[config.mk]
export PLATFORM = sky130hd
export DESIGN_NAME = uart_cmd_seq_flat
export DESIGN_NICKNAME = d
export VERILOG_FILES = /design/src/rtl/uart_cmd_seq_if.sv /design/src/rtl/uart_cmd_seq.sv /design/src/flat_wrapper.sv
export SDC_FILE = /design/constraint.sdc
export NUM_CORES = 1
export LEC_CHECK = 0
export CAP_MARGIN = 10
export CORE_MARGIN = 5
export CORE_UTILIZATION = 42
export CTS_BUF_LIST = sky130_fd_sc_hd__clkbuf_4 sky130_fd_sc_hd__clkbuf_8
export CTS_CLUSTER_SIZE = 10
export DETAILED_ROUTE_END_ITERATION = 10
export DONT_BUFFER_PORTS = 1
export HOLD_SLACK_MARGIN = 0.06
export SLEW_MARGIN = 40
export SYNTH_ARGS = -nofsm -noshare
export SYNTH_HDL_FRONTEND = slang
export SYNTH_SLANG_ARGS = --single-unit
[constraint.sdc]
create_clock -name clk -period 3.5 [get_ports clk]
set_clock_uncertainty 0.15 [all_clocks]
set_input_delay 0.7 -clock clk [delete_from_list [all_inputs] [get_ports clk]]
set_output_delay 0.7 -clock clk [all_outputs]
set_load 0.01 [all_outputs]
[src/rtl/uart_cmd_seq_if.sv]
// uart_cmd_seq_if: groups the receiver-side and decoder-side handshakes of the
// UART command sequencer.
//   rx_data     [7:0]  byte from the UART receiver, valid while rx_rdy=1
//   rx_rdy             receiver byte-available level flag
//   clr_rdy            one-cycle clear back to the receiver's rdy flag
//   cmd         [23:0] assembled command {opcode, data_hi, data_lo}
//   cmd_rdy            command valid, held until clr_cmd_rdy
//   clr_cmd_rdy        decoder acknowledge
//   to_err             one-cycle pulse: partial frame dropped on timeout
//   chk_err            one-cycle pulse: checksum mismatch
// Modports: master = environment (receiver + decoder), slave = sequencer.
interface uart_cmd_seq_if;
  logic [7:0]  rx_data;
  logic        rx_rdy;
  logic        clr_rdy;
  logic [23:0] cmd;
  logic        cmd_rdy;
  logic        clr_cmd_rdy;
  logic        to_err;
  logic        chk_err;

  modport master (
    output rx_data,
    output rx_rdy,
    output clr_cmd_rdy,
    input  clr_rdy,
    input  cmd,
    input  cmd_rdy,
    input  to_err,
    input  chk_err
  );

  modport slave (
    input  rx_data,
    input  rx_rdy,
    input  clr_cmd_rdy,
    output clr_rdy,
    output cmd,
    output cmd_rdy,
    output to_err,
    output chk_err
  );
endinterface

[src/rtl/uart_cmd_seq.sv]
// uart_cmd_seq: assembles UART receive bytes into fixed-length commands
// {opcode, data_hi, data_lo} and hands them to the command decoder.
// Partial frames are dropped after TIMEOUT_CLKS idle clocks between bytes;
// while a command is pending the receiver is back-pressured (clr_rdy held 0).
//
// Ports:
//   clk    system clock
//   rst_n  asynchronous active-low reset
//   bus    uart_cmd_seq_if.slave (rx_data/rx_rdy/clr_rdy, cmd/cmd_rdy/clr_cmd_rdy,
//          to_err, chk_err)
//
// Optional feature: define UART_CMD_CHECKSUM_EN to use 4-byte frames whose last
// byte must equal ~(b0+b1+b2); a mismatch drops the frame and pulses chk_err.
// Without it frames are 3 bytes and chk_err is tied low.
module uart_cmd_seq #(
  parameter int unsigned TIMEOUT_CLKS = 4096,
  parameter int unsigned TO_W         = $clog2(TIMEOUT_CLKS)
) (
  input logic           clk,
  input logic           rst_n,
  uart_cmd_seq_if.slave bus
);

  typedef enum logic [1:0] {
    StIdle    = 2'd0,
    StCollect = 2'd1,
    StHold    = 2'd2
  } state_e;

  // Byte index of the final byte of a frame (count of bytes already taken).
`ifdef UART_CMD_CHECKSUM_EN
  localparam logic [1:0] LastIdx = 2'd3;
`else
  localparam logic [1:0] LastIdx = 2'd2;
`endif

  localparam logic [TO_W-1:0] ToMax = TO_W'(TIMEOUT_CLKS - 1);

  state_e          r_state;
  logic [1:0]      r_byte_cnt;
  logic [TO_W-1:0] r_to_cnt;
  logic [23:0]     r_frame;
  logic [23:0]     r_cmd;
  logic            r_cmd_rdy;
  logic            r_to_err;

  state_e          w_state_nxt;
  logic [1:0]      w_byte_cnt_nxt;
  logic [TO_W-1:0] w_to_cnt_nxt;
  logic [23:0]     w_frame_nxt;
  logic [23:0]     w_cmd_nxt;
  logic            w_cmd_rdy_nxt;
  logic            w_to_err_nxt;
  logic            w_accept;
  logic            w_shift;

`ifdef UART_CMD_CHECKSUM_EN
  logic            r_chk_err;
  logic            w_chk_err_nxt;
  logic [7:0]      w_sum;

  assign w_sum = r_frame[23:16] + r_frame[15:8] + r_frame[7:0];
`endif

  // Gated by rst_n so the receiver's flag is never cleared while in reset.
  assign w_accept = rst_n && bus.rx_rdy && ((r_state == StIdle) || (r_state == StCollect));

  // The checksum byte is only compared, never stored in the frame.
  assign w_shift  = w_accept && (r_byte_cnt != 2'd3);

  always_comb begin
    w_state_nxt    = r_state;
    w_byte_cnt_nxt = r_byte_cnt;
    w_to_cnt_nxt   = r_to_cnt;
    w_frame_nxt    = r_frame;
    w_cmd_nxt      = r_cmd;
    w_cmd_rdy_nxt  = r_cmd_rdy;
    w_to_err_nxt   = 1'b0;
`ifdef UART_CMD_CHECKSUM_EN
    w_chk_err_nxt  = 1'b0;
`endif

    if (w_shift) begin
      w_frame_nxt = {r_frame[15:0], bus.rx_data};
    end

    case (r_state)
      StIdle: begin
        if (w_accept) begin
          w_byte_cnt_nxt = 2'd1;
          w_to_cnt_nxt   = '0;
          w_state_nxt    = StCollect;
        end
      end

      StCollect: begin
        if (w_accept) begin
          // An accept always wins over a timeout in the same cycle.
          w_to_cnt_nxt = '0;
          if (r_byte_cnt == LastIdx) begin
            w_byte_cnt_nxt = 2'd0;
`ifdef UART_CMD_CHECKSUM_EN
            if (bus.rx_data == ~w_sum) begin
              w_cmd_nxt     = r_frame;
              w_cmd_rdy_nxt = 1'b1;
              w_state_nxt   = StHold;
            end else begin
              w_chk_err_nxt = 1'b1;
              w_state_nxt   = StIdle;
            end
`else
            w_cmd_nxt     = w_frame_nxt;
            w_cmd_rdy_nxt = 1'b1;
            w_state_nxt   = StHold;
`endif
          end else begin
            w_byte_cnt_nxt = r_byte_cnt + 2'd1;
          end
        end else if (r_to_cnt == ToMax) begin
          w_state_nxt    = StIdle;
          w_byte_cnt_nxt = 2'd0;
          w_to_cnt_nxt   = '0;
          w_to_err_nxt   = 1'b1;
        end else begin
          w_to_cnt_nxt = r_to_cnt + TO_W'(1);
        end
      end

      StHold: begin
        if (bus.clr_cmd_rdy) begin
          w_cmd_rdy_nxt = 1'b0;
          w_state_nxt   = StIdle;
        end
      end

      default: begin
        w_state_nxt    = StIdle;
        w_byte_cnt_nxt = 2'd0;
        w_to_cnt_nxt   = '0;
      end
    endcase
  end

  always_ff @(posedge clk or negedge rst_n) begin
    if (!rst_n) begin
      r_state    <= StIdle;
      r_byte_cnt <= 2'd0;
      r_to_cnt   <= '0;
      r_frame    <= 24'h0;
      r_cmd      <= 24'h0;
      r_cmd_rdy  <= 1'b0;
      r_to_err   <= 1'b0;
    end else begin
      r_state    <= w_state_nxt;
      r_byte_cnt <= w_byte_cnt_nxt;
      r_to_cnt   <= w_to_cnt_nxt;
      r_frame    <= w_frame_nxt;
      r_cmd      <= w_cmd_nxt;
      r_cmd_rdy  <= w_cmd_rdy_nxt;
      r_to_err   <= w_to_err_nxt;
    end
  end

`ifdef UART_CMD_CHECKSUM_EN
  always_ff @(posedge clk or negedge rst_n) begin
    if (!rst_n) begin
      r_chk_err <= 1'b0;
    end else begin
      r_chk_err <= w_chk_err_nxt;
    end
  end

  assign bus.chk_err = r_chk_err;
`else
  assign bus.chk_err = 1'b0;
`endif

  assign bus.clr_rdy = w_accept;
  assign bus.cmd     = r_cmd;
  assign bus.cmd_rdy = r_cmd_rdy;
  assign bus.to_err  = r_to_err;

endmodule

[src/flat_wrapper.sv]
// flat-port wrapper written by rule: the top's interface ports become plain ports
module uart_cmd_seq_flat 
#(
  parameter int unsigned TIMEOUT_CLKS = 4096,
  parameter int unsigned TO_W         = $clog2(TIMEOUT_CLKS)
)
  (clk, rst_n, bus_rx_data, bus_rx_rdy, bus_clr_cmd_rdy, bus_clr_rdy, bus_cmd, bus_cmd_rdy, bus_to_err, bus_chk_err);
  uart_cmd_seq_if bus_i ();
  input logic clk;
  input logic rst_n;
  input wire logic [$bits(bus_i.rx_data)-1:0] bus_rx_data;
  input wire logic [$bits(bus_i.rx_rdy)-1:0] bus_rx_rdy;
  input wire logic [$bits(bus_i.clr_cmd_rdy)-1:0] bus_clr_cmd_rdy;
  output wire logic [$bits(bus_i.clr_rdy)-1:0] bus_clr_rdy;
  output wire logic [$bits(bus_i.cmd)-1:0] bus_cmd;
  output wire logic [$bits(bus_i.cmd_rdy)-1:0] bus_cmd_rdy;
  output wire logic [$bits(bus_i.to_err)-1:0] bus_to_err;
  output wire logic [$bits(bus_i.chk_err)-1:0] bus_chk_err;
  assign bus_i.rx_data = bus_rx_data;
  assign bus_i.rx_rdy = bus_rx_rdy;
  assign bus_i.clr_cmd_rdy = bus_clr_cmd_rdy;
  assign bus_clr_rdy = bus_i.clr_rdy;
  assign bus_cmd = bus_i.cmd;
  assign bus_cmd_rdy = bus_i.cmd_rdy;
  assign bus_to_err = bus_i.to_err;
  assign bus_chk_err = bus_i.chk_err;
  uart_cmd_seq #(.TIMEOUT_CLKS(TIMEOUT_CLKS), .TO_W(TO_W)) u_core (.clk(clk), .rst_n(rst_n), .bus(bus_i));
endmodule
After elaboration in Yosys (flattened, before gate mapping)
Cells that the tools add are included.

cells by class
  $add $sub $neg = 2
  equal/unequal tests = 11
  muxes and demuxes = 21
  bitwise logic cells = 1
  reduce and logical (&&, ||, !) cells = 11

operators by type and width
  kind                                                    number
  2-to-1 mux 12 bit                                       3
  case mux 12 bit (3 select lines)                        1
  2-to-1 mux 24 bit                                       1
  2-to-1 mux 2 bit                                        7
  adder 12 x 1 -> 12 bit (second input constant)          1
  equality test 12 bit (second input constant)            1
  case mux 2 bit (3 select lines)                         2
  AND reduction 4 bit                                     2
  2-to-1 mux 1 bit                                        6
  inequality test 2 bit (second input constant)           3
  AND reduction 3 bit                                     2
  equality test 2 bit (second input constant)             2
  inequality test 2 x 1 -> 1 bit (second input constant)  2
  logical AND 1 bit                                       3
  inequality test 3 x 2 -> 1 bit (second input constant)  1
  inequality test 3 bit (second input constant)           1
  adder 2 x 1 -> 2 bit (second input constant)            1
  equality test 2 x 1 -> 1 bit (second input constant)    1
  zero test 2 bit                                         1
  case mux 1 bit (2 select lines)                         1
  AND reduction 2 bit                                     1
  nonzero test 2 bit                                      1
  logical OR 1 bit                                        1
  NOT 1 bit                                               1

word-level totals
  flip-flop bits (word level) = 66
  input port bits = 12
  output and inout port bits = 28

Depth between registers and ports, before layout
Gate-level depths: netlist of run 1.

  depth after elaboration = 5
  gate-level depth with buffers = 6
  gate-level depth less buffers = 5

Worst setup path after synthesis of run 1
No wires, ideal clock.

  kind = input to register
  from = input bus_rx_rdy
  to = register u_core.r_cmd[3], in the netlist u_core.bus.cmd[3]
  setup time = 0.125 ns
  data arrival time = 1.808 ns
  path slack = 1.418 ns
  cell stages on the path = 6
  path through = and3b_1 -> buf_6 -> nand2_4 -> buf_6 -> mux2_4 -> mux2_2

on the way
  cells in the longest elaborated chain, start to end = 4
  elaborated cells on any way between the ends = 5
  those cells by class = 1 x mux; 4 x reduce/logical

RTL lines
  item                            line                 text
  start: declaration              flat_wrapper.sv:12   input wire logic [$bits(bus_i.rx_rdy)-1:0] bus_rx_rdy;
  logical AND 1 bit (2 in a row)  uart_cmd_seq.sv:66   assign w_accept = rst_n && bus.rx_rdy && ((r_state == StIdle) || (r_state == StCollect));
  net bus_clr_rdy                 flat_wrapper.sv:14   output wire logic [$bits(bus_i.clr_rdy)-1:0] bus_clr_rdy;
  logical AND 1 bit               uart_cmd_seq.sv:69   assign w_shift = w_accept && (r_byte_cnt != 2'd3);
  2-to-1 mux 24 bit               uart_cmd_seq.sv:83   if (w_shift) begin
  net u_core.w_frame_nxt[3]       uart_cmd_seq.sv:50   logic [23:0] w_frame_nxt;
  end signal: assignment          uart_cmd_seq.sv:158  r_cmd <= w_cmd_nxt;
  end: declaration                uart_cmd_seq.sv:43   logic [23:0] r_cmd;

The timed path passes the listed nets, and every way through them passes these cells.
A chain may end at the register's enable or synchronous reset.

Worst setup path in the final report of run 1
  from = register u_core.r_state[1]
  to = register u_core.r_cmd[4], in the netlist u_core.bus.cmd[4]

on the way
  cells in the longest elaborated chain, start to end = 5
  elaborated cells on any way between the ends = 7
  those cells by class = 1 x eq/ne; 1 x mux; 5 x reduce/logical

RTL lines
  item                                                             line                 text
  start: declaration                                               uart_cmd_seq.sv:39   state_e r_state;
  start signal: assignment                                         uart_cmd_seq.sv:146  r_state <= StIdle;
  start signal: assignment                                         uart_cmd_seq.sv:154  r_state <= w_state_nxt;
  equality test 2 x 1 -> 1 bit or zero test 2 bit (tied branches)  uart_cmd_seq.sv:66
  logical OR 1 bit (*)                                             uart_cmd_seq.sv:66
  logical AND 1 bit (*)                                            uart_cmd_seq.sv:66
  net bus_clr_rdy                                                  flat_wrapper.sv:14
  logical AND 1 bit (*)                                            uart_cmd_seq.sv:69
  2-to-1 mux 24 bit (*)                                            uart_cmd_seq.sv:83
  net u_core.w_frame_nxt[4]                                        uart_cmd_seq.sv:50

The timed path passes the listed nets; every way through them passes the cells marked *.

==> results of run 1 <==
-- layer usage --
metal / wire length (um) / GRT usage, % / up-vias
met5: 0 / 0 / -
met4: 130 / 7.91 / 0
met1: 2320 / 16.8 / 807
met3: 346 / 5.40 / 14
met2: 2340 / 18.9 / 29
li1: - / - / 743
-- power breakdown --
part           switching (mW)  internal, mW
logic                   0.176         0.304
registers               0.245          1.04
clock network           0.296         0.495
total                   0.717          1.84
-- registers in the layout (all words and copies together), names as in the netlist --
register            count
u_core.bus.to_err       1
u_core.bus.cmd         24
u_core.r_byte_cnt       2
u_core.r_frame         24
u_core.r_state          2
u_core.r_to_cnt        12
u_core.bus.cmd_rdy      1
-- critical path, delay by kind of cell (launching register included) --
kind,cells,cell delay [ns]
DFF,1,0.43
and+or+nand+nor,2,0.84
muxes,2,0.67
-- layout by cell type (no fill, tap or decap), types with 2 or more instances in the layout --
cell	Yosys	final
a21oi_1	6	6
a31oi_1	3	3
a41oi_1	2	2
and3_1	3	3
and3b_1	2	2
and4_1	2	2
buf_4	1	2
bufinv_16	0	3
clkbuf_8	0	10
dfrtp_1	66	66
inv_1	6	6
mux2_2	28	28
mux2_4	20	20
nand2_1	12	12
nand2b_1	3	3
nand3_1	6	6
nor2_1	6	6
nor3_1	2	2
o21ai_0	11	11
o22ai_1	2	2
or3_1	3	3
-- layout make-up --
type	instances	area (sq um)	share of cell area (%)
multi-input combinational	124	1060	33.9
clock buffer	10	138	4.41
sequential	66	1650	52.9
inverter	6	22.5	0.722
timing repair buffer	3	42.5	1.36
tap	77	96.3	3.09
clock inverter	6	113	3.61
-- cells by family after synthesis --
logic type	share of synthesized area (%)
AO/OA/AOI/OAI	6.39
adder cells (fa/ha/maj)	0.447
buffers and inverters	3.26
flip-flops	59.0
multiplexers	22.3
other	0.134
AND/OR/NAND/NOR	8.45
-- final timing paths --
path                                      start                    to  slack (ns)  cells after the start
setup / recovery              u_core.r_state[1]     u_core.bus.cmd[4]        1.28                      4
hold / removal                            rst_n     u_core.bus.cmd[3]        0.09                      1
setup reg to reg              u_core.r_state[1]     u_core.bus.cmd[4]        1.28                      4
hold reg to reg            u_core.r_byte_cnt[1]  u_core.r_byte_cnt[1]        0.34                      1
max in group asynchronous                 rst_n    u_core.r_frame[18]        2.85                      1
min in group clk                bus_clr_cmd_rdy     u_core.r_state[1]        0.31                      1
-- timing repair --
item,in CTS,in global routing
setup endpoints to repair,0,0
hold buffers,1,0
hold endpoints to repair,66,0
-- cells in the mapped netlist (all sizes together), types with 3 or more instances --
cell type  count  area share (%)
mux2          48              22
nor2           6            0.80
a31oi          3            0.67
o21ai         11             2.0
buf            8             2.2
and3           3            0.67
a21oi          6             1.1
or3            3            0.67
nand2b         3            0.67
nand3          6             1.1
inv            6            0.80
dfrtp         66              59
nand2         13             2.0
==> impl_metrics.sql, run 1 <==
INSERT INTO impl_metrics (metric_group, metric, value, unit) VALUES
('run_status', 'run_status', 'finished clean', ''),
('layout', 'num-fill-cells', '569', ''),
('floorplanning', 'pin_count', '40', ''),
('sta', 'slew-limit-headroom', '51.3', '%'),
('layout', 'postLayoutCoreUtil', '48.6', '%'),
('layout', 'drive_above_1_share', '31.6', '%'),
('placed_design', 'gpl.final_weighted_congestion', '0.783', ''),
('floorplanning', 'die_y', '91.7', 'um'),
('worst_setup_path', 'worst_path_largest_cell_delay', '0.49', 'ns'),
('sta', 'period_minus_slack', '2.22', 'ns'),
('sta', 'hold_ws', '0.0901', 'ns'),
('logic_synthesis', 'post_synthesis_instance_area', '2800', 'sq um'),
('worst_setup_path', 'critical_path_peak_fanout', '24', ''),
('power_and_ir_drop', 'p_per_area', '820', 'nW/um^2'),
('drt', 'wl_per_cell', '17.6', 'um'),
('logic_synthesis', 'syn_inst', '206', ''),
('power_and_ir_drop', 'report.power.total', '2.56', 'mW'),
('drt', 'dr_drc_count', '0', ''),
('clock_tree', 'cts_buffers', '9', ''),
('sta', 'setup_viol', '0', ''),
('logic_synthesis', 'syn_area_per_cell', '13.6', 'sq um'),
('floorplanning', 'fp.coreArea', '6420', 'sq um'),
('clock_tree', 'cts_num_sinks', '66', ''),
('clock_tree', 'post-cts-setup-buffer-count', '0', ''),
('grt', 'grt_max_degree', '67', ''),
('worst_setup_path', 'category_of_the_worst_setup_path_capture_point', 'flop', ''),
('logic_synthesis', 'post_syn_nets', '219', ''),
('logic_synthesis', 'synth_async_sr_flop_share', '100', '%'),
('layout', 'instances_no_fill', '292', ''),
('worst_setup_path', 'worst-setup-path-type', 'reg -> reg', ''),
('sta', 'timing_worst_slew_pin_value', '0.728', 'ns'),
('floorplanning', 'start_util', '43.6', '%'),
('placed_design', 'portBuffers', '0', ''),
('job', 'drv.max_cap_violation_count', '0', ''),
('sta', 'rsz0062_at_grt', 'no', ''),
('layout', 'areaGrowthSynthToFinish', '11.4', '%'),
('worst_setup_path', 'wp_data_arrival', '2.29', 'ns'),
('drt', 'detail_route.vias_per_cell', '5.46', ''),
('layout', 'finalInstanceArea', '3120', 'sq um'),
('grt', 'grt_usage', '13.2', '%'),
('logic_synthesis', 'flops_latches_synth', '66', ''),
('worst_hold_path', 'hold_path_class', 'in -> async', ''),
('logic_synthesis', 'yosys_most_used_dff', 'dfrtp_1', ''),
('grt', 'grt_pass1_vias', '1597', ''),
('clock_tree', 'ctsRootBufferMaster', 'clkbuf_8', ''),
('worst_setup_path', 'timing.critical_path.required', '3.57', 'ns'),
('sta', 'final_critical_path_setup_slack', '1.28', 'ns'),
('sta', 'fin_tns_setup', '0', 'ns'),
('placed_design', 'detailedPlace.worstSlack', '1.07', 'ns'),
('drt', 'detail_route.first_pass.iterations', '4', ''),
('placed_design', 'placedCellCount', '275', ''),
('worst_setup_path', 'crit_path_top_delay_cell', 'and3b_1', ''),
('floorplanning', 'die_area', '8400', 'sq um'),
('sta', 'drv_slew', '0', ''),
('floorplanning', 'num_rows', '29', ''),
('drt', 'route.vias.total', '1593', ''),
('power_and_ir_drop', 'cellLeakagePower', '1.48', 'nW'),
('layout', 'num-nets-final', '223', ''),
('grt', 'wire_length_of_the_first_global_routing_pass', '8.50', 'mm'),
('placed_design', 'placement.cell_area', '2840', 'sq um'),
('drt', 'first_iter_violations', '66', ''),
('drt', 'routed_wirelength', '5.13', 'mm'),
('worst_setup_path', 'crit_chain', 'and3b_1 > nand2_4 > mux2_4 > mux2_2', ''),
('clock_tree', 'clock_insertion_delay_worst_skew', '0.34', 'ns'),
('logic_synthesis', 'ys_seq_area_share', '59.0', '%'),
('sta', 'final_min_period_over_clock_period', '63.3', '%'),
('grt', 'number_of_antenna_violations_at_the_first_check_in_global_routing', '0', ''),
('clock_tree', 'ctsLongestPathBuffers', '2', ''),
('clock_tree', 'post_cts_resized', '0', ''),
('worst_setup_path', 'timing.critical_path.from_type', 'flop', ''),
('clock_tree', 'clkSlewWorstSetupHoldPaths', '0.08', 'ns'),
('sta', 'finalHoldViolCount', '0', ''),
('sta', 'max_freq', '451', 'MHz'),
('drt', 'antenna_left', '0', ''),
('layout', 'insertedDiodeCount', '0', ''),
('clock_tree', 'cts_tree', 'done', ''),
('placed_design', 'dp.final_hpwl', '3.25', 'mm'),
('grt', 'global_route.overflow_total', '0', ''),
('power_and_ir_drop', 'irDropWorstVdd', '0.345', 'mV'),
('logic_synthesis', 'synth-edff-count', '0', ''),
('logic_synthesis', 'yosysWarningCount', '0', ''),
('floorplanning', 'dieWidth', '91.7', 'um'),
('logic_synthesis', 'ys_types', '35', ''),
('clock_tree', 'number_of_h_tree_branching_levels', '3', '');
Power figures use the tool's default switching activity.
==> inputs of run 2 (changes only) <==
- clock period: 3.5 -> 2.2 ns (I/O delays scaled with it)
==> run 2 against run 1 <==
  * Highest routed layer unchanged
  * Sequential share of layout area shrank 0.63 points
  * First-iteration DRC count grew 24%
  * Critical path depth unchanged
  * Largest power group unchanged
  * Critical endpoint is now u_core.bus.cmd[0]
  * Critical path type unchanged
  * Maximum frequency is 17% higher
  * Global-route usage is 0.36 points lower
  * Largest cell class unchanged
==> impl_metrics.sql, run 2 (synthesis gave the netlist of run 1 again) <==
INSERT INTO impl_metrics (metric_group, metric, value, unit) VALUES
('floorplanning', 'pin_count', '40', ''),
('worst_setup_path', 'reg2reg_to', 'u_core.bus.cmd[0]', ''),
('drt', 'wl_per_cell', '16.7', 'um'),
('grt', 'wire_length_of_the_first_global_routing_pass', '8.46', 'mm'),
('worst_setup_path', 'worst_path_largest_cell_delay', '0.40', 'ns'),
('floorplanning', 'die_y', '91.7', 'um'),
('clock_tree', 'clock_insertion_delay_worst_skew', '0.33', 'ns'),
('sta', 'period_minus_slack', '1.89', 'ns'),
('placed_design', 'placement.cell_area', '2890', 'sq um'),
('worst_setup_path', 'timing.critical_path.max_delay_family', 'multiplexers', ''),
('worst_setup_path', 'worstSetupStartpoint', 'u_core.r_state[1]', ''),
('layout', 'layout_commonest_cell', 'dfrtp_1', ''),
('power_and_ir_drop', 'cellLeakagePower', '1.50', 'nW'),
('floorplanning', 'dieWidth', '91.7', 'um'),
('worst_setup_path', 'critical_path.endpoint', 'u_core.bus.cmd[0]', ''),
('worst_setup_path', 'crit_path_top_delay_cell', 'mux2_2', ''),
('sta', 'drv_slew', '0', ''),
('sta', 'setup_viol', '0', ''),
('worst_setup_path', 'worst-setup-path-type', 'reg -> reg', ''),
('power_and_ir_drop', 'p_per_area', '1250', 'nW/um^2'),
('grt', 'grt_max_degree', '67', ''),
('drt', 'routed_wirelength', '4.98', 'mm'),
('placed_design', 'portBuffers', '0', ''),
('worst_setup_path', 'timing.critical_path.from_type', 'flop', ''),
('sta', 'rsz0062_at_grt', 'no', ''),
('drt', 'first_iter_violations', '82', ''),
('worst_setup_path', 'rr_worst_depth', '4', ''),
('clock_tree', 'cts_num_sinks', '66', ''),
('layout', 'insertedDiodeCount', '0', ''),
('worst_setup_path', 'critical_path_peak_fanout', '24', ''),
('job', 'drv.max_cap_violation_count', '0', ''),
('layout', 'areaGrowthSynthToFinish', '12.8', '%'),
('run_status', 'run_status', 'finished clean', ''),
('worst_setup_path', 'crit_chain', 'and3b_1 > nand2_4 > mux2_2 > mux2_2', ''),
('drt', 'route.vias.total', '1594', ''),
('layout', 'final_cell_mix', 'dfrtp_1, mux2_2, mux2_4, nand2_1, o21ai_0', ''),
('worst_hold_path', 'hold_path_class', 'in -> reg', ''),
('drt', 'dr_drc_count', '0', ''),
('sta', 'final_min_period_over_clock_period', '85.9', '%'),
('floorplanning', 'fp.coreArea', '6420', 'sq um'),
('drt', 'detail_route.vias_per_cell', '5.35', ''),
('clock_tree', 'cts_tree', 'done', ''),
('clock_tree', 'number_of_h_tree_branching_levels', '3', ''),
('clock_tree', 'clkSlewWorstSetupHoldPaths', '0.07', 'ns'),
('drt', 'antenna_left', '0', ''),
('placed_design', 'gpl.final_weighted_congestion', '0.747', ''),
('worst_setup_path', 'category_of_the_worst_setup_path_capture_point', 'flop', ''),
('floorplanning', 'die_area', '8400', 'sq um'),
('grt', 'number_of_antenna_violations_at_the_first_check_in_global_routing', '0', ''),
('grt', 'grt_usage', '12.9', '%'),
('sta', 'fin_tns_setup', '0', 'ns'),
('clock_tree', 'post_cts_resized', '0', ''),
('worst_setup_path', 'worstReg2RegStart', 'u_core.r_state[1]', ''),
('worst_setup_path', 'critical_path.most_common_cell', 'mux2_2', ''),
('sta', 'finalHoldViolCount', '0', ''),
('worst_setup_path', 'wp_data_arrival', '1.95', 'ns'),
('placed_design', 'dp.final_hpwl', '3.26', 'mm'),
('grt', 'global_route.overflow_total', '0', ''),
('power_and_ir_drop', 'irDropWorstVdd', '0.523', 'mV'),
('clock_tree', 'ctsLongestPathBuffers', '2', ''),
('clock_tree', 'ctsRootBufferMaster', 'clkbuf_8', ''),
('layout', 'finalInstanceArea', '3160', 'sq um'),
('grt', 'grt_pass1_vias', '1642', ''),
('layout', 'num-nets-final', '229', ''),
('worst_setup_path', 'r2r_setup_slack', '0.31', 'ns'),
('worst_setup_path', 'crit_cells', '4', ''),
('sta', 'max_freq', '529', 'MHz'),
('clock_tree', 'cts_buffers', '9', ''),
('layout', 'drive_above_1_share', '33.0', '%'),
('drt', 'detail_route.first_pass.iterations', '4', ''),
('floorplanning', 'start_util', '43.6', '%'),
('floorplanning', 'num_rows', '29', ''),
('worst_setup_path', 'critPathBufInv', '0', ''),
('worst_setup_path', 'timing.critical_path.required', '2.26', 'ns');
-- run 2: report_power, final --
group / internal, mW / leakage, nW / switching [mW]
registers: 1.66 / 0.842 / 0.388
clock network: 0.671 / 0.112 / 0.456
logic: 0.497 / 0.546 / 0.288
-- run 2: final cells by class --
cell class | instances | area, sq um
Fill cell | 556 | 3260
Sequential cell | 66 | 1650
Multi-Input combinational cell | 124 | 1060
Clock buffer | 10 | 138
Timing Repair Buffer | 9 | 103
Tap cell | 77 | 96.3
Clock inverter | 6 | 90.1
Inverter | 6 | 22.5
-- run 2: through the flow --
stage          setup slack (ns)  util (%)  std cells  hold slack (ns)  power (mW)
6_report                  0.310      49.2        298           0.0857        3.96
5_1_grt                   0.166      49.2        298           0.0681        4.21
4_1_cts                   0.296      49.2        298           0.0669        4.02
3_5_place_dp              0.247      45.0        280         -0.00376        2.84
3_3_place_gp              0.279      45.0        280         -0.00389        2.81
2_1_floorplan             0.378         -        206         -0.00559        2.64
-- run 2: metal layers --
metal	share of wire, %	global-route usage [%]	vias to the layer above	wire [um]
li1	-	-	755	-
met1	47	17.4	801	2360
met2	45	18.3	31	2250
met3	5.8	4.42	7	287
met4	1.6	6.78	0	81
met5	0	0	-	0
-- run 2: how the worst min path moves through the flow --
stage,startpoint,to,slack (ns),cells past startpoint
final,bus_clr_cmd_rdy,u_core.r_state[1],0.09,1
after floorplan,rst_n,u_core.bus.cmd[0],-0.006,0
after detailed placement,rst_n,u_core.r_to_cnt[9],-0.004,0
after CTS,bus_clr_cmd_rdy,u_core.r_state[1],0.07,1
after global routing,bus_clr_cmd_rdy,u_core.r_state[1],0.07,1
after global placement,rst_n,u_core.r_to_cnt[9],-0.004,0
-- run 2: repair_timing --
item | CTS | global route
endpoints found under the setup margin | 0 | 0
setup buffers | 0 | 0
hold buffers | 2 | 0
hold endpoints to repair | 66 | 0
==> inputs of run 3 (changes only) <==
- REMOVE_ABC_BUFFERS: default -> 1
==> run 3 against run 2 <==
  * Register-to-register slack worse by 0.02 ns
  * Clock-buffer cell count unchanged
  * Largest power group unchanged
  * Routed wire length down 0.82%
  * Total power increased by 2.5%
  * Critical path depth unchanged
  * Die area unchanged
  * Cell count is the same
  * Sequential power about the same
  * Non-clock buffer count unchanged
  * Maximum frequency down 0.96%
  * Largest cell class unchanged
  * Via count up 1.4%
==> impl_metrics.sql, run 3 (synthesis gave the netlist of run 1 again) <==
INSERT INTO impl_metrics (metric_group, metric, value, unit) VALUES
('run_status', 'run_status', 'finished clean', ''),
('grt', 'grt_usage', '12.3', '%'),
('placed_design', 'gpl.final_weighted_congestion', '0.809', ''),
('floorplanning', 'die_y', '91.7', 'um'),
('power_and_ir_drop', 'p_per_area', '1280', 'nW/um^2'),
('drt', 'detail_route.first_pass.iterations', '4', ''),
('worst_setup_path', 'critical_path_peak_fanout', '24', ''),
('worst_setup_path', 'crit_path_top_delay_cell', 'mux2_2', ''),
('worst_hold_path', 'hold-path-cell-count', '1', ''),
('sta', 'fin_tns_setup', '0', 'ns'),
('sta', 'rsz0062_at_grt', 'no', ''),
('placed_design', 'dp.final_hpwl', '3.18', 'mm'),
('layout', 'layout_commonest_cell', 'dfrtp_1', ''),
('clock_tree', 'cts_buffers', '9', ''),
('sta', 'finalHoldViolCount', '0', ''),
('sta', 'setup_viol', '0', ''),
('worst_setup_path', 'critical_path.most_common_cell', 'mux2_2', ''),
('worst_setup_path', 'timing.critical_path.max_delay_family', 'multiplexers', ''),
('drt', 'routed_wirelength', '4.94', 'mm'),
('grt', 'grt_pass1_vias', '1610', ''),
('worst_setup_path', 'worstReg2RegStart', 'u_core.r_state[1]', ''),
('placed_design', 'portBuffers', '0', ''),
('sta', 'period_minus_slack', '1.91', 'ns'),
('worst_setup_path', 'crit_chain', 'and3b_1 > nand2_4 > mux2_2 > mux2_2', ''),
('grt', 'grt_max_degree', '67', ''),
('layout', 'areaGrowthSynthToFinish', '13.5', '%'),
('layout', 'num-nets-final', '229', ''),
('worst_setup_path', 'reg2reg_to', 'u_core.bus.cmd[0]', ''),
('drt', 'route.vias.total', '1617', ''),
('clock_tree', 'clkSlewWorstSetupHoldPaths', '0.08', 'ns'),
('floorplanning', 'die_area', '8400', 'sq um'),
('worst_setup_path', 'timing.critical_path.from_type', 'flop', ''),
('worst_setup_path', 'crit_cells', '4', ''),
('worst_setup_path', 'critPathBufInv', '0', ''),
('worst_setup_path', 'worst_path_largest_cell_delay', '0.40', 'ns'),
('clock_tree', 'post_cts_resized', '0', ''),
('sta', 'max_freq', '524', 'MHz'),
('layout', 'num-fill-cells', '554', ''),
('drt', 'wl_per_cell', '16.6', 'um'),
('worst_setup_path', 'worst-setup-path-type', 'reg -> reg', ''),
('clock_tree', 'clock_insertion_delay_worst_skew', '0.34', 'ns'),
('worst_setup_path', 'wp_data_arrival', '1.98', 'ns'),
('worst_setup_path', 'category_of_the_worst_setup_path_capture_point', 'flop', ''),
('drt', 'dr_drc_count', '0', ''),
('drt', 'antenna_left', '0', ''),
('worst_setup_path', 'rr_worst_depth', '4', ''),
('layout', 'insertedDiodeCount', '0', ''),
('worst_hold_path', 'worstHoldStart', 'bus_rx_data[3]', ''),
('layout', 'final_cell_mix', 'dfrtp_1, mux2_2, mux2_4, nand2_1, o21ai_0', ''),
('drt', 'detail_route.vias_per_cell', '5.43', ''),
('floorplanning', 'dieWidth', '91.7', 'um'),
('grt', 'global_route.overflow_total', '0', ''),
('clock_tree', 'ctsRootBufferMaster', 'clkbuf_8', ''),
('layout', 'drive_above_1_share', '32.6', '%'),
('clock_tree', 'cts_tree', 'done', ''),
('clock_tree', 'ctsLongestPathBuffers', '2', ''),
('grt', 'wire_length_of_the_first_global_routing_pass', '8.09', 'mm'),
('clock_tree', 'number_of_h_tree_branching_levels', '3', ''),
('sta', 'hold_ws', '0.104', 'ns'),
('worst_setup_path', 'r2r_setup_slack', '0.29', 'ns'),
('floorplanning', 'pin_count', '40', ''),
('job', 'drv.max_cap_violation_count', '0', ''),
('floorplanning', 'start_util', '43.6', '%'),
('drt', 'first_iter_violations', '75', ''),
('worst_setup_path', 'timing.critical_path.required', '2.27', 'ns'),
('floorplanning', 'num_rows', '29', ''),
('power_and_ir_drop', 'cellLeakagePower', '1.51', 'nW'),
('clock_tree', 'cts_num_sinks', '66', ''),
('floorplanning', 'fp.coreArea', '6420', 'sq um'),
('sta', 'final_min_period_over_clock_period', '86.8', '%'),
('sta', 'drv_slew', '0', ''),
('grt', 'number_of_antenna_violations_at_the_first_check_in_global_routing', '0', ''),
('worst_hold_path', 'hold_path_class', 'in -> reg', ''),
('power_and_ir_drop', 'irDropWorstVdd', '0.530', 'mV'),
('worst_hold_path', 'holdPathEnd', 'u_core.r_frame[3]', '');
-- run 3: cell type report --
cell class,instances,area [sq um],area share (%)
sequential,66,1650,51.9
multi-input combinational,124,1060,33.3
clock buffer,10,131,4.13
clock inverter,6,115,3.62
timing repair buffer,9,105,3.31
tap,77,96.3,3.03
inverter,6,22.5,0.708
-- run 3: how the worst max path moves through the flow --
stage	end	slack [ns]	start
final	u_core.bus.cmd[0]	0.29	u_core.r_state[1]
after detailed placement	u_core.bus.cmd[23]	0.26	bus_rx_rdy
after global routing	u_core.r_byte_cnt[1]	0.15	u_core.r_to_cnt[0]
after floorplan	u_core.bus.cmd[0]	0.17	bus_rx_rdy
after CTS	u_core.r_to_cnt[7]	0.29	u_core.r_to_cnt[0]
after global placement	u_core.bus.cmd[2]	0.27	bus_rx_rdy
-- run 3: power by group --
group / switching, mW / total (mW) / internal (mW)
Sequential: 0.377 / 2.03 / 1.66
Clock: 0.465 / 1.23 / 0.769
Combinational: 0.290 / 0.789 / 0.499
-- run 3: repair_timing --
action	in CTS	in global routing
setup buffers	0	0
setup endpoints to repair	0	0
hold endpoints to repair	67	0
hold buffers	3	0
-- run 3: metal layers --
metal | wire length, um | GRT usage, % | part of all wire [%]
met1 | 2280 | 15.9 | 46
met5 | 0 | 0 | 0
met4 | 99 | 7.66 | 2.0
met3 | 277 | 4.01 | 5.6
met2 | 2280 | 17.8 | 46
-- run 3: through the flow --
stage / area [sq um] / power (mW) / util [%] / setup slack [ns] / std cells
2_1_floorplan: 2730 / 2.62 / - / 0.170 / 196
3_3_place_gp: 2890 / 2.80 / 44.9 / 0.274 / 279
3_5_place_dp: 2890 / 2.83 / 44.9 / 0.260 / 279
4_1_cts: 3180 / 4.12 / 49.5 / 0.289 / 298
5_1_grt: 3180 / 4.30 / 49.5 / 0.154 / 298
6_report: 3180 / 4.06 / 49.5 / 0.291 / 298
